### src/rtl/alu_arbiter_if.sv
// Bundle of requester, response and ALU-side signals shared by the two-port ALU arbiter.
// ReqValid/ReqReady and RspValid/RspReady are strict valid/ready pairs: a transfer happens on
// the rising edge where both are high, valid never waits on ready, and payload is sampled only then.
interface alu_arbiter_if #(
    parameter int W = 8
);
    logic [1:0]     ReqValid;
    logic [1:0]     ReqReady;
    logic [2*W-1:0] ReqA;
    logic [2*W-1:0] ReqB;
    logic [5:0]     ReqOP;
    logic [5:0]     ReqCond;
    logic [1:0]     ReqSC;
    logic [1:0]     ReqLock;
    logic [1:0]     RspValid;
    logic [1:0]     RspReady;
    logic [2*W-1:0] RspOut;
    logic [9:0]     RspFlags;
    logic [W-1:0]   AluInputA;
    logic [W-1:0]   AluInputB;
    logic [2:0]     AluOP;
    logic [2:0]     AluCondition;
    logic           AluSC_in;
    logic [W-1:0]   AluOut;
    logic           AluZero;
    logic           AluParity;
    logic           AluOdd;
    logic           AluSC_out;
    logic           AluCondFlag;

    modport slave (
        input  ReqValid, ReqA, ReqB, ReqOP, ReqCond, ReqSC, ReqLock, RspReady,
        input  AluOut, AluZero, AluParity, AluOdd, AluSC_out, AluCondFlag,
        output ReqReady, RspValid, RspOut, RspFlags,
        output AluInputA, AluInputB, AluOP, AluCondition, AluSC_in
    );

    modport master (
        output ReqValid, ReqA, ReqB, ReqOP, ReqCond, ReqSC, ReqLock, RspReady,
        output AluOut, AluZero, AluParity, AluOdd, AluSC_out, AluCondFlag,
        input  ReqReady, RspValid, RspOut, RspFlags,
        input  AluInputA, AluInputB, AluOP, AluCondition, AluSC_in
    );
endinterface

### src/rtl/alu_arbiter.sv
// Round-robin arbiter sharing one combinational ALU between two requesters, with
// per-port registered response slots and a watchdog-bounded grant lock.
module alu_arbiter #(
    parameter int W        = 8,
    parameter int LOCK_MAX = 4
) (
    input  logic         Clk,
    input  logic         Reset_n,
    alu_arbiter_if.slave bus,
    output logic [1:0]   o_dbg_state
);
    localparam int CW = (LOCK_MAX > 1) ? $clog2(LOCK_MAX) : 1;
    localparam logic [CW-1:0] CNT_LAST = CW'(LOCK_MAX - 1);

    // o_dbg_state encoding: 0 = idle, 1 = locked to port 0, 2 = locked to port 1
    typedef enum logic [1:0] {
        S_IDLE  = 2'd0,
        S_LOCK0 = 2'd1,
        S_LOCK1 = 2'd2
    } state_t;

    state_t         r_state;
    logic           r_rr_last;
    logic [CW-1:0]  r_lock_cnt;
    logic [1:0]     r_rsp_valid;
    logic [2*W-1:0] r_rsp_out;
    logic [9:0]     r_rsp_flags;

    logic [1:0]     w_free;
    logic [1:0]     w_elig;
    logic [1:0]     w_grant;
    logic           w_sel;
    logic           w_lock_req;

    always_comb begin
        w_free  = ~r_rsp_valid | bus.RspReady;
        w_elig  = bus.ReqValid & w_free;
        w_grant = 2'b00;
        if (Reset_n) begin
            case (r_state)
                S_IDLE: begin
                    // On a tie the port that was not served last wins.
                    if (&w_elig) w_grant = r_rr_last ? 2'b01 : 2'b10;
                    else         w_grant = w_elig;
                end
                S_LOCK0: w_grant = {1'b0, w_elig[0]};
                S_LOCK1: w_grant = {w_elig[1], 1'b0};
                default: w_grant = 2'b00;
            endcase
        end
        w_sel      = w_grant[1];
        w_lock_req = w_sel ? bus.ReqLock[1] : bus.ReqLock[0];
    end

    always_comb begin
        bus.AluInputA    = '0;
        bus.AluInputB    = '0;
        bus.AluOP        = 3'b000;
        bus.AluCondition = 3'b111;
        bus.AluSC_in     = 1'b0;
        if (|w_grant) begin
            bus.AluInputA    = w_sel ? bus.ReqA[2*W-1:W] : bus.ReqA[W-1:0];
            bus.AluInputB    = w_sel ? bus.ReqB[2*W-1:W] : bus.ReqB[W-1:0];
            bus.AluOP        = w_sel ? bus.ReqOP[5:3]    : bus.ReqOP[2:0];
            bus.AluCondition = w_sel ? bus.ReqCond[5:3]  : bus.ReqCond[2:0];
            bus.AluSC_in     = w_sel ? bus.ReqSC[1]      : bus.ReqSC[0];
        end
    end

    always_ff @(posedge Clk) begin
        if (!Reset_n) begin
            r_state     <= S_IDLE;
            r_rr_last   <= 1'b1;
            r_lock_cnt  <= '0;
            r_rsp_valid <= 2'b00;
            r_rsp_out   <= '0;
            r_rsp_flags <= '0;
        end else begin
            for (int i = 0; i < 2; i++) begin
                if (w_grant[i]) begin
                    r_rsp_valid[i]         <= 1'b1;
                    r_rsp_out[i*W +: W]    <= bus.AluOut;
                    r_rsp_flags[i*5 +: 5]  <= {bus.AluCondFlag, bus.AluSC_out, bus.AluOdd,
                                               bus.AluParity, bus.AluZero};
                end else if (bus.RspReady[i] && r_rsp_valid[i]) begin
                    r_rsp_valid[i] <= 1'b0;
                end
            end

            if (|w_grant) begin
                r_rr_last <= w_sel;
                case (r_state)
                    S_IDLE: begin
                        if (w_lock_req && (LOCK_MAX > 1)) begin
                            r_state    <= w_sel ? S_LOCK1 : S_LOCK0;
                            r_lock_cnt <= CW'(1);
                        end
                    end
                    S_LOCK0, S_LOCK1: begin
                        // Reaching CNT_LAST is the watchdog: the lock is dropped regardless of ReqLock.
                        if (w_lock_req && (r_lock_cnt < CNT_LAST)) begin
                            r_lock_cnt <= r_lock_cnt + CW'(1);
                        end else begin
                            r_state    <= S_IDLE;
                            r_lock_cnt <= '0;
                        end
                    end
                    default: begin
                        r_state    <= S_IDLE;
                        r_lock_cnt <= '0;
                    end
                endcase
            end
        end
    end

    assign bus.ReqReady = w_grant;
    assign bus.RspValid = r_rsp_valid;
    assign bus.RspOut   = r_rsp_out;
    assign bus.RspFlags = r_rsp_flags;
    assign o_dbg_state  = r_state;

endmodule

### src/flat_wrapper.sv
// flat-port wrapper written by rule: the top's interface ports become plain ports
module alu_arbiter_flat 
#(
    parameter int W        = 8,
    parameter int LOCK_MAX = 4
)
  (Clk, Reset_n, o_dbg_state, bus_ReqValid, bus_ReqA, bus_ReqB, bus_ReqOP, bus_ReqCond, bus_ReqSC, bus_ReqLock, bus_RspReady, bus_AluOut, bus_AluZero, bus_AluParity, bus_AluOdd, bus_AluSC_out, bus_AluCondFlag, bus_ReqReady, bus_RspValid, bus_RspOut, bus_RspFlags, bus_AluInputA, bus_AluInputB, bus_AluOP, bus_AluCondition, bus_AluSC_in);
  alu_arbiter_if #(.W(W)) bus_i ();
  input  logic Clk;
  input  logic Reset_n;
  output logic [1:0] o_dbg_state;
  input wire logic [$bits(bus_i.ReqValid)-1:0] bus_ReqValid;
  input wire logic [$bits(bus_i.ReqA)-1:0] bus_ReqA;
  input wire logic [$bits(bus_i.ReqB)-1:0] bus_ReqB;
  input wire logic [$bits(bus_i.ReqOP)-1:0] bus_ReqOP;
  input wire logic [$bits(bus_i.ReqCond)-1:0] bus_ReqCond;
  input wire logic [$bits(bus_i.ReqSC)-1:0] bus_ReqSC;
  input wire logic [$bits(bus_i.ReqLock)-1:0] bus_ReqLock;
  input wire logic [$bits(bus_i.RspReady)-1:0] bus_RspReady;
  input wire logic [$bits(bus_i.AluOut)-1:0] bus_AluOut;
  input wire logic [$bits(bus_i.AluZero)-1:0] bus_AluZero;
  input wire logic [$bits(bus_i.AluParity)-1:0] bus_AluParity;
  input wire logic [$bits(bus_i.AluOdd)-1:0] bus_AluOdd;
  input wire logic [$bits(bus_i.AluSC_out)-1:0] bus_AluSC_out;
  input wire logic [$bits(bus_i.AluCondFlag)-1:0] bus_AluCondFlag;
  output wire logic [$bits(bus_i.ReqReady)-1:0] bus_ReqReady;
  output wire logic [$bits(bus_i.RspValid)-1:0] bus_RspValid;
  output wire logic [$bits(bus_i.RspOut)-1:0] bus_RspOut;
  output wire logic [$bits(bus_i.RspFlags)-1:0] bus_RspFlags;
  output wire logic [$bits(bus_i.AluInputA)-1:0] bus_AluInputA;
  output wire logic [$bits(bus_i.AluInputB)-1:0] bus_AluInputB;
  output wire logic [$bits(bus_i.AluOP)-1:0] bus_AluOP;
  output wire logic [$bits(bus_i.AluCondition)-1:0] bus_AluCondition;
  output wire logic [$bits(bus_i.AluSC_in)-1:0] bus_AluSC_in;
  assign bus_i.ReqValid = bus_ReqValid;
  assign bus_i.ReqA = bus_ReqA;
  assign bus_i.ReqB = bus_ReqB;
  assign bus_i.ReqOP = bus_ReqOP;
  assign bus_i.ReqCond = bus_ReqCond;
  assign bus_i.ReqSC = bus_ReqSC;
  assign bus_i.ReqLock = bus_ReqLock;
  assign bus_i.RspReady = bus_RspReady;
  assign bus_i.AluOut = bus_AluOut;
  assign bus_i.AluZero = bus_AluZero;
  assign bus_i.AluParity = bus_AluParity;
  assign bus_i.AluOdd = bus_AluOdd;
  assign bus_i.AluSC_out = bus_AluSC_out;
  assign bus_i.AluCondFlag = bus_AluCondFlag;
  assign bus_ReqReady = bus_i.ReqReady;
  assign bus_RspValid = bus_i.RspValid;
  assign bus_RspOut = bus_i.RspOut;
  assign bus_RspFlags = bus_i.RspFlags;
  assign bus_AluInputA = bus_i.AluInputA;
  assign bus_AluInputB = bus_i.AluInputB;
  assign bus_AluOP = bus_i.AluOP;
  assign bus_AluCondition = bus_i.AluCondition;
  assign bus_AluSC_in = bus_i.AluSC_in;
  alu_arbiter #(.W(W), .LOCK_MAX(LOCK_MAX)) u_core (.Clk(Clk), .Reset_n(Reset_n), .bus(bus_i), .o_dbg_state(o_dbg_state));
endmodule
### config.mk
export PLATFORM = sky130hd
export DESIGN_NAME = alu_arbiter_flat
export DESIGN_NICKNAME = d
export VERILOG_FILES = /design/src/rtl/alu_arbiter_if.sv /design/src/rtl/alu_arbiter.sv /design/src/flat_wrapper.sv
export SDC_FILE = /design/constraint.sdc
export NUM_CORES = 1
export LEC_CHECK = 0
export BUFFER_PORTS_ARGS = -buffer_cell sky130_fd_sc_hd__buf_2
export CORE_ASPECT_RATIO = 0.7
export CORE_MARGIN = 5
export CORE_UTILIZATION = 36
export DETAILED_ROUTE_END_ITERATION = 7
export GPL_TIMING_DRIVEN = 0
export PLACE_DENSITY = 0.76
export SYNTH_ARGS = -nofsm -noshare
export SYNTH_HDL_FRONTEND = slang
export SYNTH_SLANG_ARGS = --single-unit
export TNS_END_PERCENT = 20
### constraint.sdc
create_clock -name Clk -period 1.9 [get_ports Clk]
set_clock_uncertainty 0.05 [all_clocks]
set_input_delay 0.19 -clock Clk [delete_from_list [all_inputs] [get_ports Clk]]
set_output_delay 0.19 -clock Clk [all_outputs]
set_load 0.02 [all_outputs]
# Word level (Yosys, flattened, before mapping)
# Cells that the tools add are included.
# Widths: inputs -> output; s select.
# word_totals
in_bits	67
reg_bits	33
word_cells	55
# op_classes
n_reduce_logical	11
addsub	1
eq_ne	4
bitwise_logic	3
n_mux	26
order_cmp	1
# op_table
op	count
$mux 8	4
$mux 2	8
$mux 3	4
$pmux 2 s2	2
$mux 1	7
$pmux 2 s3	1
$reduce_and 2->1	2
$reduce_bool 2->1	2
$reduce_or 2->1	2
$logic_and 1x1->1	3
$reduce_and 3->1	1
$add 2x1->2 const B	1
$and 2x2->2	1
$eq 2x1->1 const B	1
$eq 2x2->1 const B	1
$logic_not 2->1	1
$lt 2x2->1 const B	1
$ne 2x1->1 const B	1
$ne 2x2->1 const B	1
$not 2->2	1
$or 2x2->2	1

# Longest topological paths before layout
# logic_depth
depth_word	11
ltp_mapped	9

# Worst setup path before layout
# OpenSTA, ideal clock, no wires.
# synth_timing
path_kind	register to output
from	register u_core.r_state[0] (netlist: u_core.o_dbg_state[0])
to	output bus_AluInputA[0]
t_arrival_ns	1.850
stages_incl_launch_ff	10
required_ns	1.660
n_path_buf	2
slack_ns	-0.190
path_cell_list	dfxtp_1 > ha_1 > and2b_4 > nand3b_1 > a21o_1 > inv_2 > buf_4 > nor2_1 > buf_4 > a22o_1
# synth_via
elab_chain_cells	5
elab_cells_between_ends	8
# synth_rtl
element	line	text
from (decl)	alu_arbiter.sv:22	state_t r_state;
from (signal assigned)	alu_arbiter.sv:95	r_state <= w_sel ? S_LOCK1 : S_LOCK0;
$eq 2x2->1 (tied with other cells)	alu_arbiter.sv:40	case (r_state)
$pmux 2 s3 *	alu_arbiter.sv:40	
$mux 2 *	alu_arbiter.sv:39	if (Reset_n) begin
$mux 8 / $reduce_or 2->1 (equally long branches)	alu_arbiter.sv:62, alu_arbiter.sv:61	
$mux 8 *	alu_arbiter.sv:61	if (|w_grant) begin
to (decl)	flat_wrapper.sv:30	output wire logic [$bits(bus_i.AluInputA)-1:0] bus_AluInputA;
# Every way passes the cells marked *; elsewhere a longest branch is shown, timed or not.

# Final worst setup path
# layout_timing
from	register u_core.r_state[0] (netlist: u_core.o_dbg_state[0])
to	output bus_AluSC_in
# layout_via
elab_chain_cells	5
elab_cells_between_ends	8
# layout_rtl
element	line	text
$eq 2x2->1 (tied with other cells)	alu_arbiter.sv:40	
$pmux 2 s3 *	alu_arbiter.sv:40	
$mux 2 *	alu_arbiter.sv:39	
$mux 1 / $reduce_or 2->1 (equally long branches)	alu_arbiter.sv:66, alu_arbiter.sv:61	
$mux 1 *	alu_arbiter.sv:61	
to (decl)	flat_wrapper.sv:34	output wire logic [$bits(bus_i.AluSC_in)-1:0] bus_AluSC_in;
# Marks and branches as above.

==> flow_summary_export.csv <==
group,metric,value,unit
routing,ant_nets,0,
sta,slew_headroom,0.6538,
sta,setup_viol,38,
synthesis,avgSynthCellArea,8.130,um^2
routing,drt-met1-wl,2623,um
global_route,grt_pass1_wl,8921,um
cells_and_area,drive_gt1_frac,0.5425,
placement,place_congestion,0.7992,
status,violations,"negative setup slack",
synthesis,synth_edf_count,0,
routing,drt_iter0_drc,81,
routing,num_vias,1993,
critical_path,critPathMaxStageDelay,0.37,ns
floorplan,fp.dieArea,6008,um^2
clocking,cts-root-buf,"clkbuf_8",
critical_path,startpoint_type,"flip-flop",
sta,tightest_slew,0.5193,ns
synthesis,netlist_top_cells_count,"nand2_1, dfxtp_1, a21oi_1",
critical_path,reg2reg_from,"u_core.o_dbg_state[0]$_SDFFE_PN0P_",
sta,min_period_over_period,1.259,
cells_and_area,syn_to_final_growth,79.02,%
clocking,cts_made_buffers,5,
pwr,p_per_area,710.2,nW/um^2
cells_and_area,stdcell_count,396,
floorplan,ios,122,
synthesis,synth_area_leaders,"dfxtp_1, nand2_1, a22o_1, a21oi_1, ha_1",
critical_path,r2r_cells,9,
critical_path,worstPathMaxFanout,6,
global_route,grt_pass1_vias,1833,
floorplan,core,4354,um^2
sta,fin_crit,2.391,ns
routing,routed_wl,6311,um
clocking,cts.sinks,33,
routing,dr_wl_met3,506,um
placement,place_inst,376,
synthesis,synth_warnings,0,
critical_path,r2r-end,"u_core.r_lock_cnt[0]$_SDFFE_PN0P_",
clocking,cts_tree,"done",
critical_path,crit_start,"u_core.o_dbg_state[0]$_SDFFE_PN0P_",
floorplan,start_util,0.3753,
critical_path,critical_path_class,"flip-flop to primary output",
critical_path,crit_path_top_delay_cell,"dfxtp_4",
synthesis,yosysMostFrequentCell,"nand2_1",
cells_and_area,nets,412,
global_route,grt_usage,0.1842,
floorplan,num_rows,20,
routing,dr.max_layer_used,"met4",
critical_path,crit_arrival,2.15,ns
placement,place_ws,-0.3138,ns
clocking,htreeDepth,2,
floorplan,die_w,90.53,um
routing,viasPerCell,5.033,
sta,grt_setup_unrepaired,"yes",
synthesis,ys_types,30,
routing,wl_met2,3119,um
global_route,grt_overflow,0,
placement,dp_hpwl,4391,um
critical_path,setup.worst_path.end_class,"primary output",
run,max_cap_violations,0,
sta,setup-tns-final,-11.87,ns
sta,slew_violations,0,
synthesis,ys_seq_elements,33,
synthesis,syn-num-nets,273,
placement,io_buffers,120,
floorplan,die_h,66.37,um
cells_and_area,diodes,0,
routing,wl_per_cell,15.94,um
synthesis,synth_top_area_frac,0.4043,
critical_path,endpoint,"bus_AluSC_in",
synthesis,syn_area,1634,um^2
global_route,antenna_found_initial,0,
pwr,peakVddDrop,423.8,uV
sta,final.setup.worst_slack,-0.4915,ns
clocking,clockBufferDepth,2,
routing,first_pass_iters,4,
synthesis,synth_ff_type,"dfxtp_1",
synthesis,synth.largest_area_cell,"dfxtp_1",
status,status,"finished, violations left",
sta,fmax,418.2,MHz
critical_path,crit_chain,"ha_4 > and2b_4 > nand3b_1 > a21o_1 > inv_2 > buf_8 > nor2_4 > clkbuf_16 > a22o_4 > buf_6",
clocking,clock_latency,0.28,ns
clocking,clk_pin_slew,0.07,ns
global_route,grt_max_degree,11,
routing,drc,0,
synthesis,synthArstFlopShare,0,
pwr,p_leak,0.001432,uW
synthesis,ys_seq_area_frac,0.4043,
synthesis,synth_cells,201,
sta,hold_viol,0,
worst_hold_path,hold_class,"primary input to flip-flop",
critical_path,cp.required,1.66,ns
sta,hold_ws,0.1002,ns
critical_path,rrSetupSlack,-0.12,ns
registers in the layout, summed over array words and instances (netlist names):
register / flops
u_core.r_lock_cnt: 2
u_core.r_rr_last: 1
u_core.bus.RspOut: 16
u_core.o_dbg_state: 2
u_core.bus.RspFlags: 10
u_core.bus.RspValid: 2
layout by cell type, fill, tap and decap left out, types with 3 or more instances in the layout:
master	instances
ha_1	3
buf_8	5
dfxtp_1	31
clkbuf_8	5
buf_6	20
nand3_1	4
inv_1	7
a21oi_1	23
nor2b_1	3
a22o_4	20
buf_2	101
nand2_1	61
clkbuf_1	5
a21oi_2	3
o22a_1	3
buf_4	13
logic make-up after synthesis:
kind of cell | count (synthesis) | synth area share
AOI/OAI and AO/OA | 59 | 0.2688
adders and majority gates | 5 | 0.03828
buffers and inverters | 23 | 0.06968
DFF | 33 | 0.4043
muxes | 3 | 0.01838
and+or+nand+nor | 78 | 0.2006
how the worst min path moves through the flow:
stage	startpoint	endpoint	depth (start not counted)	slack, ns
finish	Reset_n	u_core.r_rr_last$_SDFFE_PN1P_	2	0.10
global route	bus_AluSC_out	u_core.bus.RspFlags[8]$_SDFFE_PN0N_	3	0.10
CTS	bus_AluCondFlag	u_core.bus.RspFlags[9]$_SDFFE_PN0N_	3	0.09
detailed placement	Reset_n	u_core.r_rr_last$_SDFFE_PN1P_	2	0.39
global placement	Reset_n	u_core.r_rr_last$_SDFFE_PN1P_	2	0.39
floorplan	bus_AluZero	u_core.bus.RspFlags[0]$_SDFFE_PN0P_	2	0.28
power by group:
group	total [uW]	internal [uW]	switching [uW]	leakage, uW
Sequential	767	737	29.8	0.000270
Combinational	806	388	418	0.00112
Clock	504	254	251	0.0000450
metrics by stage:
stage / instance area, um^2 / util / power (uW)
global placement: 2520 / 0.5787 / 1430
detailed placement: 2520 / 0.5787 / 1441
floorplan: 1851 / - / 1213
finish: 2925 / 0.6718 / 2078
CTS: 2686 / 0.6170 / 1974
global route: 2925 / 0.6718 / 2178
per-layer routing:
| metal | up-vias | track usage |
|---|---|---|
| met4 | 0 | 0.05019 |
| met2 | 80 | 0.2826 |
| met3 | 7 | 0.05802 |
| met1 | 933 | 0.2488 |
| li1 | 973 | - |
| met5 | - | 0 |
cell type report:
cell class	count	area [um^2]
fill	359	1429
multi-input combinational	145	1096
timing repair buffer	132	858.3
sequential	33	668.1
buffer	14	117.6
clock buffer	6	72.57
tap	55	68.82
inverter	9	33.78
clock inverter	2	10.01
worst max-delay path, delay by kind of cell, from the launching register on:
family,cells,cell delay (ns)
AOI/OAI and AO/OA,2,0.43
and+or+nand+nor,3,0.41
adders and majority gates,1,0.15
DFF,1,0.37
buffers and inverters,4,0.51
repair_timing:
action / 4_1_cts / 5_1_grt
hold buffers: 0 / 0
pin swaps: 2 / 6
setup endpoints to repair: 51 / 54
gates cloned: 0 / 2
setup buffers: 7 / 3
resized for setup: 7 / 51
(Power assumes the default switching activity.)
